===== src/rtl/axil_pkg.sv =====
// -----------------------------------------------------------------------------
// axil_pkg
// Shared AXI4-Lite definitions used by the slave register file and by the
// master-side interface logic.
//   RESP_OKAY / RESP_SLVERR : B/R channel response codes
//   w_state_e / r_state_e   : write and read channel FSM encodings
//   clog2()                 : constant ceiling-log2 for parameter derivation
// -----------------------------------------------------------------------------
package axil_pkg;

    localparam logic [1:0] RESP_OKAY   = 2'b00;
    localparam logic [1:0] RESP_SLVERR = 2'b10;

    typedef enum logic [1:0] {
        W_IDLE = 2'b00,
        W_HOLD = 2'b01,
        W_RESP = 2'b10
    } w_state_e;

    typedef enum logic {
        R_IDLE = 1'b0,
        R_RESP = 1'b1
    } r_state_e;

    // Smallest r with 2**r >= value; clog2(1) = 0.
    function automatic int clog2(input int value);
        int result;
        result = 0;
        for (int i = 0; i < 31; i++) begin
            if ((32'sd1 <<< i) < value) begin
                result = i + 1;
            end
        end
        return result;
    endfunction

endpackage


===== src/rtl/axil_hold_slot.sv =====
// -----------------------------------------------------------------------------
// axil_hold_slot
// One-entry holding slot (payload + full flag) used to park an accepted AW or
// W beat until its partner arrives.
//   ACLK, ARESETN : clock, asynchronous active-low reset
//   set           : load din and mark the slot full
//   clr           : empty the slot (wins over set)
//   din / dout    : payload in / held payload
//   full          : slot holds a valid payload
// -----------------------------------------------------------------------------
module axil_hold_slot #(
    parameter int WIDTH = 32
) (
    input  logic             ACLK,
    input  logic             ARESETN,
    input  logic             set,
    input  logic             clr,
    input  logic [WIDTH-1:0] din,
    output logic             full,
    output logic [WIDTH-1:0] dout
);

    logic             full_r;
    logic [WIDTH-1:0] data_r;

    // Slot storage: clear on commit, capture on handshake, otherwise hold.
    always_ff @(posedge ACLK or negedge ARESETN) begin
        if (!ARESETN) begin
            full_r <= 1'b0;
            data_r <= '0;
        end else if (clr) begin
            full_r <= 1'b0;
        end else if (set) begin
            full_r <= 1'b1;
            data_r <= din;
        end
    end

    assign full = full_r;
    assign dout = data_r;

endmodule


===== src/rtl/axil_slave_regfile.sv =====
// -----------------------------------------------------------------------------
// axil_slave_regfile
// AXI4-Lite slave exposing NUM_REGS registers of DATA_WIDTH bits.
//   ACLK, ARESETN            : clock, asynchronous active-low reset
//   AW*/W*/B*                : write address, data (with byte strobes), response
//   AR*/R*                   : read address, data/response
//   REG_OUT                  : flat register contents, reg i at [i*DATA_WIDTH +: DATA_WIDTH]
//   WR_PULSE                 : one-cycle pulse, aligned with BVALID rising, for the written reg
// AW and W are parked in independent one-entry slots; the write commits in the
// cycle both are full, and BVALID/WR_PULSE follow one cycle after the register
// update. All handshake outputs are registered.
// Build option: define AXIL_SLVERR_EN to reject out-of-range word addresses
// with SLVERR; otherwise the index wraps modulo NUM_REGS and responses are OKAY.
// -----------------------------------------------------------------------------
module axil_slave_regfile
    import axil_pkg::*;
#(
    parameter int                    DATA_WIDTH = 32,
    parameter int                    ADDR_WIDTH = 32,
    parameter int                    NUM_REGS   = 8,
    parameter logic [DATA_WIDTH-1:0] RESET_VAL  = '0
) (
    input  logic                           ACLK,
    input  logic                           ARESETN,
    input  logic [ADDR_WIDTH-1:0]          AWADDR,
    input  logic                           AWVALID,
    output logic                           AWREADY,
    input  logic [DATA_WIDTH-1:0]          WDATA,
    input  logic [DATA_WIDTH/8-1:0]        WSTRB,
    input  logic                           WVALID,
    output logic                           WREADY,
    output logic [1:0]                     BRESP,
    output logic                           BVALID,
    input  logic                           BREADY,
    input  logic [ADDR_WIDTH-1:0]          ARADDR,
    input  logic                           ARVALID,
    output logic                           ARREADY,
    output logic [DATA_WIDTH-1:0]          RDATA,
    output logic [1:0]                     RRESP,
    output logic                           RVALID,
    input  logic                           RREADY,
    output logic [NUM_REGS*DATA_WIDTH-1:0] REG_OUT,
    output logic [NUM_REGS-1:0]            WR_PULSE
);

    localparam int STRB_W = DATA_WIDTH / 8;
    localparam int LSB    = clog2(STRB_W);
    localparam int IDX_W  = clog2(NUM_REGS);

    // Index from the address; the modulo only matters for non-power-of-two NUM_REGS.
    function automatic logic [IDX_W-1:0] addr_to_idx(input logic [ADDR_WIDTH-1:0] addr);
        logic [IDX_W-1:0] raw;
        raw = addr[LSB +: IDX_W];
        return IDX_W'(int'(raw) % NUM_REGS);
    endfunction

    logic [DATA_WIDTH-1:0] regs_r [NUM_REGS];

    w_state_e              w_state_r, w_state_s;
    r_state_e              r_state_r, r_state_s;
    logic                  awready_r, wready_r, bvalid_r, arready_r, rvalid_r;
    logic [1:0]            bresp_r, rresp_r;
    logic [DATA_WIDTH-1:0] rdata_r;
    logic [NUM_REGS-1:0]   wr_pulse_r, pulse_pend_r;

    logic                  aw_full_s, w_full_s;
    logic [ADDR_WIDTH-1:0] aw_addr_s;
    logic [DATA_WIDTH-1:0] w_data_s;
    logic [STRB_W-1:0]     w_strb_s;
    logic                  aw_hs_s, w_hs_s, ar_hs_s, commit_s;
    logic                  aw_full_n_s, w_full_n_s, bvalid_n_s;
    logic [NUM_REGS-1:0]   wr_pulse_n_s;
    logic [IDX_W-1:0]      w_idx_s, r_idx_s;
    logic                  w_ok_s, r_ok_s;
    logic                  unused_s;

    assign aw_hs_s  = AWVALID & awready_r;
    assign w_hs_s   = WVALID & wready_r;
    assign ar_hs_s  = ARVALID & arready_r;
    assign commit_s = aw_full_s & w_full_s;

    axil_hold_slot #(.WIDTH(ADDR_WIDTH)) u_aw_slot (
        .ACLK    (ACLK),
        .ARESETN (ARESETN),
        .set     (aw_hs_s),
        .clr     (commit_s),
        .din     (AWADDR),
        .full    (aw_full_s),
        .dout    (aw_addr_s)
    );

    axil_hold_slot #(.WIDTH(DATA_WIDTH + STRB_W)) u_w_slot (
        .ACLK    (ACLK),
        .ARESETN (ARESETN),
        .set     (w_hs_s),
        .clr     (commit_s),
        .din     ({WSTRB, WDATA}),
        .full    (w_full_s),
        .dout    ({w_strb_s, w_data_s})
    );

    // Address decode for the held write address and the incoming read address.
    // With SLVERR enabled the whole word address is range-checked, so aliases
    // above the register window are rejected rather than folded back in.
    always_comb begin
        w_idx_s = addr_to_idx(aw_addr_s);
        r_idx_s = addr_to_idx(ARADDR);
`ifdef AXIL_SLVERR_EN
        w_ok_s  = (aw_addr_s >> LSB) < ADDR_WIDTH'(NUM_REGS);
        r_ok_s  = (ARADDR >> LSB) < ADDR_WIDTH'(NUM_REGS);
`else
        w_ok_s  = 1'b1;
        r_ok_s  = 1'b1;
`endif
    end

    // Address bits outside the index field are intentionally ignored.
    assign unused_s = ^{aw_addr_s, ARADDR};

    // Write FSM next state, next slot occupancy and B/pulse next values.
    always_comb begin
        w_state_s    = w_state_r;
        aw_full_n_s  = aw_full_s;
        w_full_n_s   = w_full_s;
        bvalid_n_s   = bvalid_r;
        wr_pulse_n_s = '0;
        case (w_state_r)
            W_IDLE, W_HOLD: begin
                if (commit_s) begin
                    aw_full_n_s = 1'b0;
                    w_full_n_s  = 1'b0;
                    w_state_s   = W_RESP;
                end else begin
                    aw_full_n_s = aw_full_s | aw_hs_s;
                    w_full_n_s  = w_full_s | w_hs_s;
                    if (aw_full_n_s | w_full_n_s) begin
                        w_state_s = W_HOLD;
                    end else begin
                        w_state_s = W_IDLE;
                    end
                end
            end
            W_RESP: begin
                // First W_RESP cycle raises BVALID together with the pulse.
                if (!bvalid_r) begin
                    wr_pulse_n_s = pulse_pend_r;
                end else begin
                    wr_pulse_n_s = '0;
                end
                if (bvalid_r && BREADY) begin
                    bvalid_n_s = 1'b0;
                    w_state_s  = W_IDLE;
                end else begin
                    bvalid_n_s = 1'b1;
                    w_state_s  = W_RESP;
                end
            end
            default: begin
                w_state_s = W_IDLE;
            end
        endcase
    end

    // Write control registers: state, READYs derived from next occupancy, B channel.
    always_ff @(posedge ACLK or negedge ARESETN) begin
        if (!ARESETN) begin
            w_state_r    <= W_IDLE;
            awready_r    <= 1'b0;
            wready_r     <= 1'b0;
            bvalid_r     <= 1'b0;
            bresp_r      <= RESP_OKAY;
            wr_pulse_r   <= '0;
            pulse_pend_r <= '0;
        end else begin
            w_state_r  <= w_state_s;
            awready_r  <= ~aw_full_n_s & (w_state_s != W_RESP);
            wready_r   <= ~w_full_n_s & (w_state_s != W_RESP);
            bvalid_r   <= bvalid_n_s;
            wr_pulse_r <= wr_pulse_n_s;
            if (commit_s) begin
                pulse_pend_r <= w_ok_s ? (NUM_REGS'(1) << w_idx_s) : '0;
                bresp_r      <= w_ok_s ? RESP_OKAY : RESP_SLVERR;
            end
        end
    end

    // Register array: byte-strobed update on commit.
    always_ff @(posedge ACLK or negedge ARESETN) begin
        if (!ARESETN) begin
            for (int i = 0; i < NUM_REGS; i++) begin
                regs_r[i] <= RESET_VAL;
            end
        end else if (commit_s && w_ok_s) begin
            for (int k = 0; k < STRB_W; k++) begin
                if (w_strb_s[k]) begin
                    regs_r[w_idx_s][k*8 +: 8] <= w_data_s[k*8 +: 8];
                end
            end
        end
    end

    // Read FSM next state.
    always_comb begin
        r_state_s = r_state_r;
        case (r_state_r)
            R_IDLE: begin
                if (ar_hs_s) begin
                    r_state_s = R_RESP;
                end else begin
                    r_state_s = R_IDLE;
                end
            end
            R_RESP: begin
                if (RREADY) begin
                    r_state_s = R_IDLE;
                end else begin
                    r_state_s = R_RESP;
                end
            end
            default: begin
                r_state_s = R_IDLE;
            end
        endcase
    end

    // Read channel registers; capture happens before any same-edge write lands.
    always_ff @(posedge ACLK or negedge ARESETN) begin
        if (!ARESETN) begin
            r_state_r <= R_IDLE;
            rvalid_r  <= 1'b0;
            arready_r <= 1'b0;
            rdata_r   <= '0;
            rresp_r   <= RESP_OKAY;
        end else begin
            r_state_r <= r_state_s;
            rvalid_r  <= (r_state_s == R_RESP);
            arready_r <= (r_state_s != R_RESP);
            if (ar_hs_s) begin
                rdata_r <= r_ok_s ? regs_r[r_idx_s] : '0;
                rresp_r <= r_ok_s ? RESP_OKAY : RESP_SLVERR;
            end
        end
    end

    genvar g;
    generate
        for (g = 0; g < NUM_REGS; g++) begin : g_reg_out
            assign REG_OUT[g*DATA_WIDTH +: DATA_WIDTH] = regs_r[g];
        end
    endgenerate

    assign AWREADY  = awready_r;
    assign WREADY   = wready_r;
    assign BVALID   = bvalid_r;
    assign BRESP    = bresp_r;
    assign WR_PULSE = wr_pulse_r;
    assign ARREADY  = arready_r;
    assign RVALID   = rvalid_r;
    assign RDATA    = rdata_r;
    assign RRESP    = rresp_r;

endmodule


===== config.mk =====
export PLATFORM = sky130hd
export DESIGN_NAME = axil_slave_regfile
export DESIGN_NICKNAME = d
export VERILOG_FILES = /design/src/rtl/axil_pkg.sv /design/src/rtl/axil_hold_slot.sv /design/src/rtl/axil_slave_regfile.sv
export SDC_FILE = /design/constraint.sdc
export NUM_CORES = 1
export LEC_CHECK = 0
export CAP_MARGIN = 40
export CORE_MARGIN = 5
export CORE_UTILIZATION = 44
export CTS_CLUSTER_SIZE = 40
export DETAILED_ROUTE_END_ITERATION = 7
export HOLD_SLACK_MARGIN = 0.12
export PLACE_DENSITY = 0.74
export SYNTH_ARGS = -nofsm -noshare
export SYNTH_HDL_FRONTEND = slang
export SYNTH_SLANG_ARGS = --single-unit

===== constraint.sdc =====
create_clock -name ACLK -period 1.6 [get_ports ACLK]
set_input_delay 0.32 -clock ACLK [delete_from_list [all_inputs] [get_ports ACLK]]
set_output_delay 0.32 -clock ACLK [all_outputs]
set_load 0.02 [all_outputs]

# Yosys cells after proc, flatten, opt, wreduce, memory -nomap -nowiden
# Cells that the tools add are included.
[totals] register_bits=354 latch_bits=0 mem_bits_rw=0 romBits=0 inputBits=107 output_inout_bits=305 word_cells=92 mem_count=0
[classes] n_addsub=0 mul=0 div_mod_pow=0 order_cmp=3 n_eq_ne=3 shift=1 muxes=40 bitwise=16 n_reduce_logical=8
[op_table] op="2-to-1 mux 256 bit" n=7
[op_table] op="bitwise mux 256 bit" n=4
[op_table] op="demux 32 bit (select 3 bit)" n=4
[op_table] op="binary-select mux 32 bit (select 3 bit)" n=1
[op_table] op="2-to-1 mux 32 bit" n=3
[op_table] op="2-to-1 mux 24 bit" n=1
[op_table] op="2-to-1 mux 8 bit" n=3
[op_table] op="2-to-1 mux 16 bit" n=1
[op_table] op="2-to-1 mux 1 bit" n=12
[op_table] op="greater-or-equal comparator 4 bit (second input constant)" n=2
[op_table] op="NOT 3 -> 4 bit" n=2
[op_table] op="<< shifter 1 x 3 -> 8 bit (first input constant)" n=1
[op_table] op="AND 1 bit" n=6
[op_table] op="NOT 1 bit" n=5
[op_table] op="less-than comparator 4 x 1 -> 1 bit (second input constant)" n=1
[op_table] op="2-to-1 mux 2 bit" n=2
[op_table] op="case mux 2 bit (2 select lines)" n=1
[op_table] op="AND reduction 2 bit" n=2
[op_table] op="nonzero test 2 bit" n=2
[op_table] op="bitwise OR 1 bit" n=3
[op_table] op="== test 2 x 1 -> 1 bit (second input constant)" n=1
[op_table] op="== test 2 bit (second input constant)" n=1
[op_table] op="logical AND 1 bit" n=2
[op_table] op="zero test 2 bit" n=1
[op_table] op="3 further kinds" n=3

# Depth between registers and ports, before layout
# Gate-level depths: netlist of run 1.
[depth] ltp_word=16 ltp_mapped=5 depth_no_buf=3

# Cells and area by module
# From an unflattened synthesis of run 1, not the netlist that was laid out.
[hier_totals] cells_unflattened=1113 area_unflattened_um2=16567.1
[modules_own_cells] module="axil_slave_regfile" n_inst=1 cells_each=961 area_per_inst_um2=13630.6 seq_area_each_um2=7782.5
[modules_own_cells] module="axil_hold_slot at u_w_slot" n_inst=1 cells_each=80 area_per_inst_um2=1545.2 seq_area_each_um2=925.9
[modules_own_cells] module="axil_hold_slot at u_aw_slot" n_inst=1 cells_each=72 area_per_inst_um2=1391.3 seq_area_each_um2=825.8

# Least setup slack after synthesis of run 1
# Ideal clock, no wire load.
[synth_timing] kind="register to register" from="reg u_aw_slot.data_r[2], in the netlist u_aw_slot.dout[2]" to="reg regs_r, in the netlist REG_OUT[128]" setup_ps=125 arrival_ps=1501 t_required_ps=1475 path_slack_ps=-26 path_stages_with_launch=5 cell_sequence="dfrtp_1 -> buf_4 -> buf_4 -> nor4_4 -> mux2_2"
[synth_via] elab_chain_len=16 word_cells_on_any_way=20 classes_between="2 x order compare; 16 x mux; 1 x bitwise; 1 x reduce/logical"
[synth_rtl] element="start: declaration" line="axil_hold_slot.sv:24" rtl="logic [WIDTH-1:0] data_r;"
[synth_rtl] element="start signal: assignment" line="axil_hold_slot.sv:35" rtl="data_r <= din;"
[synth_rtl] element="NOT 3 -> 4 bit (implied by the code) (*)" line="axil_slave_regfile.sv:196" rtl="regs_r[w_idx_s][k*8 +: 8] <= w_data_s[k*8 +: 8];"
[synth_rtl] element="greater-or-equal comparator 4 bit (implied by the code) or less-than comparator 4 x 1 -> 1 bit (tied branches)" line="axil_slave_regfile.sv:196"
[synth_rtl] element="logical AND 1 bit (implied by the code)" line="axil_slave_regfile.sv:196"
[synth_rtl] element="2-to-1 mux 8 bit (implied by the code)" line="axil_slave_regfile.sv:196"
[synth_rtl] element="demux 32 bit (select 3 bit)" line="axil_slave_regfile.sv:196"
[synth_rtl] element="bitwise mux 256 bit" line="axil_slave_regfile.sv:196"
[synth_rtl] element="2-to-1 mux 256 bit" line="axil_slave_regfile.sv:195" rtl="if (w_strb_s[k]) begin"
[synth_rtl] element="2-to-1 mux 256 bit" line="axil_slave_regfile.sv:193" rtl="end else if (commit_s && w_ok_s) begin"
[synth_rtl] element="bitwise mux 256 bit" line="axil_slave_regfile.sv:196"
[synth_rtl] element="2-to-1 mux 256 bit" line="axil_slave_regfile.sv:195"
[synth_rtl] element="2-to-1 mux 256 bit" line="axil_slave_regfile.sv:193"
[synth_rtl] element="bitwise mux 256 bit" line="axil_slave_regfile.sv:196"
[synth_rtl] element="2-to-1 mux 256 bit" line="axil_slave_regfile.sv:195"
[synth_rtl] element="2-to-1 mux 256 bit" line="axil_slave_regfile.sv:193"
[synth_rtl] element="bitwise mux 256 bit" line="axil_slave_regfile.sv:196"
[synth_rtl] element="2-to-1 mux 256 bit (*)" line="axil_slave_regfile.sv:195"
[synth_rtl] element="end signal: indexed assignment" line="axil_slave_regfile.sv:196"
[synth_rtl] element="end: declaration" line="axil_slave_regfile.sv:57" rtl="logic [DATA_WIDTH-1:0] regs_r [NUM_REGS];"
# Every way passes the cells marked *; elsewhere a longest branch is shown, timed or not. The select of a mux whose other input is x is not followed.
# A chain may end at the register's enable or synchronous reset.

# Worst setup path in the final report of run 1
[layout_timing] from="reg u_aw_slot.data_r[2], in the netlist u_aw_slot.dout[2]" to="reg regs_r, in the netlist REG_OUT[8]"
[layout_via] elab_chain_len=13 word_cells_on_any_way=20 classes_between="2 x order compare; 16 x mux; 1 x bitwise; 1 x reduce/logical"
[layout_rtl] element="NOT 3 -> 4 bit (implied by the code) (*)" line="axil_slave_regfile.sv:196"
[layout_rtl] element="greater-or-equal comparator 4 bit (implied by the code) (tied with other cells)" line="axil_slave_regfile.sv:196"
[layout_rtl] element="logical AND 1 bit (implied by the code) or bitwise mux 256 bit (tied branches)" line="axil_slave_regfile.sv:196"
[layout_rtl] element="2-to-1 mux 16 bit (implied by the code) or 2-to-1 mux 256 bit (tied branches)" line="axil_slave_regfile.sv:196, axil_slave_regfile.sv:195"
[layout_rtl] element="demux 32 bit (select 3 bit) or 2-to-1 mux 256 bit (tied branches)" line="axil_slave_regfile.sv:196, axil_slave_regfile.sv:193"
[layout_rtl] element="bitwise mux 256 bit" line="axil_slave_regfile.sv:196"
[layout_rtl] element="2-to-1 mux 256 bit" line="axil_slave_regfile.sv:195"
[layout_rtl] element="2-to-1 mux 256 bit" line="axil_slave_regfile.sv:193"
[layout_rtl] element="bitwise mux 256 bit" line="axil_slave_regfile.sv:196"
[layout_rtl] element="2-to-1 mux 256 bit" line="axil_slave_regfile.sv:195"
[layout_rtl] element="2-to-1 mux 256 bit" line="axil_slave_regfile.sv:193"
[layout_rtl] element="bitwise mux 256 bit" line="axil_slave_regfile.sv:196"
[layout_rtl] element="2-to-1 mux 256 bit (*)" line="axil_slave_regfile.sv:195"
# Marked as above.

==> flow_metrics.tcl, run 1 <==
set metrics [dict create \
    crit_required_ns 2.00 \
    diodes 0 \
    drc 0 \
    clockBufferDepth 3 \
    stdcell_count 1998 \
    layout-drive-gt1-share_pct 44.8 \
    start_util_pct 44.5 \
    fmax_mhz 584 \
    cts_tree "done" \
    setup_violations 181 \
    crit_type "flop to flop" \
    finalCriticalPeriod_ns 1.71 \
    firstDrtPassIters 5 \
    fin_crit_sh_pct 107 \
    netlist_area_sq_um 15300 \
    synth_top_area_share_pct 57.4 \
    grt_overflow_total 0 \
    critPathLaunchType "flop" \
    coreArea_sq_um 34500 \
    status "complete, but fails checks" \
    final_hold_viol_count 0 \
    synth_edf_count 0 \
    htree_levels 2 \
    wire_per_inst_um 24.4 \
    vias 11000 \
    ys_ff_latch 352 \
    drv_cap 0 \
    fin_util_pct 65.7 \
    yosys_warnings 0 \
    die_x_um 197 \
    die_h_um 197 \
    antenna_found_initial 0 \
    setup_slack_ns -0.113 \
    num_io_pins 412 \
    dieArea_sq_um 38700 \
    grt_pass1_vias 11600 \
    clk_pin_slew_ns 0.07 \
    final_nets 1624 \
    synth-async-reset-ratio_pct 100 \
    worst_clock_skew_ns 0.0122 \
    dp_slack_ns -0.350 \
    fin_setup_tns_ns -6.41 \
    place_hpwl_um 32900 \
    grt_usage_pct 23.9 \
    arrival_ns 2.11 \
    end_kind "flop" \
    avgSynthCellArea_sq_um 14.7 \
    first_iter_violations 664 \
    yosysMostFrequentCell "dfrtp_1" \
    violations "setup timing" \
    grt_max_degree 71 \
    maxSlewViolCount 0 \
    finalWirelength_um 48800 \
    synth.largest_area_cell "dfrtp_1" \
    synth_seq_area_share_pct 57.4 \
    cts.sinks 352 \
    n_fill_cell 2541 \
    syn_to_final_growth_pct 47.5 \
    netlist_instances 1046 \
    cts_buffers 37 \
    synth.top_cells.by_area "dfrtp_1 57%, mux2_2 25%, mux2i_1 4.4%" \
    core.rowCount 68 \
    hold_class "input pin to asynchronous set/reset pin" \
    gp_congestion 0.807 \
    clockRootBuffer "clkbuf_16" \
    clk-insertion-delay-late_ns 0.52 \
    ys_types 37 \
    via_per_inst 5.50 \
    path_max_fanout 8 \
    power_density_nw_per_um2 1890 \
    ant_nets 0 \
    ys_top_cells_by_count "352 x dfrtp_1, 347 x mux2_2, 67 x mux2i_1, 40 x a22o_1, 40 x nand2_1" \
    tightest_slew_ns 0.700 \
    peakVddDrop_mv 1.18 \
    p_leak_uw 0.0110 \
    grt_first_pass_wirelength_um 72600 \
    slew_headroom_pct 53.3 \
    port_buffers 349 \
    yosys_most_used_dff "dfrtp_1" \
    power.total_uw 42800 \
    placed_cells 1905 \
    grt_setup_unrepaired "true" \
]
-- stage by stage --
step / hold slack [ns] / cell area, sq um
after CTS: 0.301 / 22400
after floorplan: 0.0244 / 15400
after global placement: 0.258 / 20500
final: 0.318 / 22600
after global routing: 0.337 / 22600
after detailed placement: 0.255 / 20600
-- placed cells by master (no fill, tap or decap), types with 5 or more instances in the layout --
| cell | instances |
|---|---|
| buf_12 | 49 |
| clkbuf_2 | 71 |
| o31ai_1 | 32 |
| buf_6 | 26 |
| mux2i_1 | 67 |
| clkbuf_16 | 41 |
| and2_1 | 8 |
| clkdlybuf4s50_1 | 46 |
| clkdlybuf4s15_2 | 12 |
| nor2_4 | 25 |
| dfrtp_1 | 348 |
| buf_4 | 50 |
| clkdlybuf4s15_1 | 119 |
| nand2_1 | 34 |
| clkbuf_8 | 6 |
| dlygate4sd2_1 | 99 |
| a22o_1 | 40 |
| mux2_4 | 181 |
| o22ai_1 | 32 |
| mux2_2 | 178 |
| clkbuf_1 | 5 |
| clkinv_2 | 7 |
-- cell families after synthesis --
group	share of synthesized area, %
buf+inv	1.86
other cells	0.0244
simple gates	4.14
flops	57.4
mux	31.0
compound gates	5.54
-- worst paths after layout --
| check | start | to | slack [ns] | depth (start not counted) |
|---|---|---|---|---|
| min in group ACLK | WSTRB[1] | u_w_slot.dout[33]$_DFFE_PN0P_ | 0.41 | 2 |
| worst max register to register | u_aw_slot.dout[2]$_DFFE_PN0P_ | REG_OUT[8]$_DFFE_PN0P_ | -0.11 | 4 |
| worst min register to register | RDATA[0]$_DFFE_PN0P_ | RDATA[0]$_DFFE_PN0P_ | 0.48 | 2 |
| max in group asynchronous | ARESETN | REG_OUT[67]$_DFFE_PN0P_ | 0.57 | 3 |
| worst max-delay path | u_aw_slot.dout[2]$_DFFE_PN0P_ | REG_OUT[8]$_DFFE_PN0P_ | -0.11 | 4 |
| worst min-delay path | ARESETN | u_w_slot.dout[7]$_DFFE_PN0P_ | 0.32 | 2 |
-- state kept, by name, summed over array words and instances, names as in the netlist --
register,cells
pulse_pend_r,8
ARREADY,1
RDATA,32
WREADY,1
BVALID,1
RVALID,1
u_aw_slot.full,1
u_aw_slot.dout,3
u_w_slot.full,1
u_w_slot.dout,36
WR_PULSE,8
REG_OUT,256
AWREADY,1
w_state_r,2
-- cell type report --
type                    count  area [sq um]  area share (%)
clock buffers              50          1080            4.76
clock inverters            15           188           0.829
inverters                   3          11.3          0.0498
multi-input cells         642          7140            31.5
flip-flops and latches    352          8810            38.9
well taps                 455           569            2.52
repair buffers            481          4830            21.4
-- critical path: stages (launching register included) --
cell	delay, ns
dfrtp_2	0.44
buf_6	0.13
nand4b_4	0.19
or3_4	0.48
mux2_4	0.34
-- power by group --
group | internal (uW) | total [uW] | leakage (uW) | switching [uW]
logic | 9080 | 17700 | 0.00574 | 8600
clock network | 5380 | 8900 | 0.000622 | 3530
registers | 12300 | 16200 | 0.00461 | 3950
total | 26800 | 42800 | 0.0110 | 16100
-- per-layer routing --
layer	part of all wire [%]	track usage (%)
met3	6.5	5.69
met4	1.9	5.34
met5	0	0
met2	49	39.0
met1	43	32.9
-- timing repair --
item | CTS | global route
endpoints found under the setup margin | 589 | 448
pin swaps | 13 | 15
hold endpoints to repair | 190 | 0
hold buffers | 1 | 0
setup buffers | 13 | 13
gates cloned | 0 | 2
gates resized for setup | 567 | 270
No activity file was read; power rests on OpenSTA's default activity.
==> run 2: changes to the inputs <==
CELL_PAD_IN_SITES_DETAIL_PLACEMENT = 0   (was default)
CELL_PAD_IN_SITES_GLOBAL_PLACEMENT = 1   (was default)
CORE_UTILIZATION = 36   (was 44)
GPL_ROUTABILITY_DRIVEN = 1   (was default)
==> flow_metrics.tcl, run 2 (same netlist as run 1, synthesis figures left out) <==
set metrics [dict create \
    clk_pin_slew_ns 0.06 \
    violations "setup timing" \
    clockRootBuffer "clkbuf_16" \
    crit_path_max_incr_delay_ns 0.55 \
    setup_violations 178 \
    dieArea_sq_um 46800 \
    drv_cap 0 \
    num_io_pins 412 \
    arrival_ns 2.18 \
    grt_setup_unrepaired "true" \
    cts_buffers 40 \
    status "complete, but fails checks" \
    fin_crit_sh_pct 109 \
    syn_to_final_growth_pct 50.1 \
    placedInstanceArea_sq_um 20600 \
    layout-drive-gt1-share_pct 56.4 \
    final_hold_viol_count 0 \
    final_common_cell "dfrtp_1" \
    fin_util_pct 54.8 \
    worst_clock_skew_ns 0.00886 \
    crit_top_cell "buf_12" \
    placed_cells 1990 \
    fin_setup_tns_ns -10.29 \
    multi_input_area_sq_um 7120 \
    peakVddDrop_mv 0.989 \
    coreArea_sq_um 42000 \
    htree_levels 2 \
    finalWirelength_um 50800 \
    core.rowCount 75 \
    firstDrtPassIters 5 \
    finalCriticalPeriod_ns 1.74 \
    crit_type "flop to flop" \
    die_h_um 216 \
    final_nets 1622 \
    first_iter_violations 526 \
    p_leak_uw 0.0106 \
    dp_slack_ns -0.294 \
    seq_area_sq_um 8810 \
    hold_class "input pin to asynchronous set/reset pin" \
    clk-insertion-delay-late_ns 0.56 \
    wire_per_inst_um 24.4 \
    largest_register_ffs 256 \
    via_per_inst 5.21 \
    grt_usage_pct 20.9 \
    clockBufferDepth 3 \
    crit_required_ns 2.04 \
    antenna_found_initial 3 \
    grt_pass1_vias 11700 \
    grt_overflow_total 0 \
    vias 10900 \
    stdcell_count 2082 \
    n_fill_cell 3481 \
    power_density_nw_per_um2 1880 \
    path_max_fanout 8 \
    grt_max_degree 59 \
    design_area_sq_um 23000 \
    die_x_um 216 \
    cts_tree "done" \
    critPathLaunchType "flop" \
    final_cell_mix "348 x dfrtp_1, 219 x clkdlybuf4s15_2, 187 x mux2_4" \
    place_hpwl_um 34700 \
    maxSlewViolCount 0 \
    ant_nets 0 \
    start_util_pct 36.5 \
    fmax_mhz 576 \
    end_kind "flop" \
    setup_slack_ns -0.137 \
    cp_cell_sequence "buf_12, or4_4, buf_12, mux2_4" \
    drc 0 \
    slowest_stage "or4_4" \
    port_buffers 349 \
    grt_first_pass_wirelength_um 75800 \
    cts.sinks 352 \
    gp_congestion 0.791 \
]
-- run 2: changes by cell type in the layout (fill, tap and decap cells not counted), moves of 3 or more --
cell             delta
buf_12              -5
buf_2              +35
buf_4               +8
buf_6               -6
clkbuf_1            +6
clkbuf_2           -53
clkbuf_8            +3
clkdlybuf4s15_1    -98
clkdlybuf4s15_2   +207
clkinv_2            -3
dlygate4sd2_1      -91
mux2_2              -6
mux2_4              +6
-- run 2: per-layer routing --
metal | wire length, um | vias to the layer above | share of wire (%) | global-route usage [%]
met1 | 23000 | 5690 | 45 | 28.4
li1 | - | 4783 | - | -
met5 | 14 | - | 0.028 | 0
met2 | 23800 | 310 | 47 | 33.6
met4 | 1090 | 4 | 2.1 | 6.23
met3 | 2910 | 68 | 5.7 | 5.02
-- run 2: final timing paths --
kind	from	end	slack, ns	cells past startpoint
min reg2reg	RDATA[7]$_DFFE_PN0P_	RDATA[7]$_DFFE_PN0P_	0.49	2
max in group asynchronous	ARESETN	REG_OUT[35]$_DFFE_PN0P_	0.58	3
min	ARESETN	REG_OUT[96]$_DFFE_PN0P_	0.26	2
min in group ACLK	WDATA[23]	u_w_slot.dout[23]$_DFFE_PN0P_	0.38	2
max reg2reg	u_aw_slot.dout[3]$_DFFE_PN0P_	REG_OUT[21]$_DFFE_PN0P_	-0.14	4
max	u_aw_slot.dout[3]$_DFFE_PN0P_	REG_OUT[21]$_DFFE_PN0P_	-0.14	4
-- run 2: layout make-up --
type	instances	area share, %
multi-input cells	642	30.9
diodes	1	0.0109
inverters	3	0.0489
well taps	539	2.93
clock buffers	61	5.17
clock inverters	8	0.424
repair buffers	476	22.2
flip-flops and latches	352	38.3
-- run 2: worst max-delay path, delay by kind of cell (launching register included) --
kind / cells / cell delay [ns]
simple gates: 1 / 0.55
flops: 1 / 0.45
buf+inv: 2 / 0.33
mux: 1 / 0.29
-- run 2: repair_timing --
action	4_1_cts	5_1_grt
pin swaps	11	17
hold buffers	1	0
setup buffers	15	7
hold endpoints to repair	352	0
gates resized for setup	946	206
cloned	0	1
setup endpoints to repair	557	305
-- run 2: per-stage QoR --
step | hold WS, ns | total power (uW)
after global placement | 0.233 | 33100
after CTS | 0.246 | 42700
after floorplan | 0.0244 | 24000
after global routing | 0.266 | 45400
final | 0.260 | 43400
after detailed placement | 0.238 | 33500
-- run 2: power breakdown --
| part | internal (uW) | switching [uW] |
|---|---|---|
| combinational | 9530 | 8500 |
| sequential | 12300 | 3940 |
| clock | 5440 | 3650 |
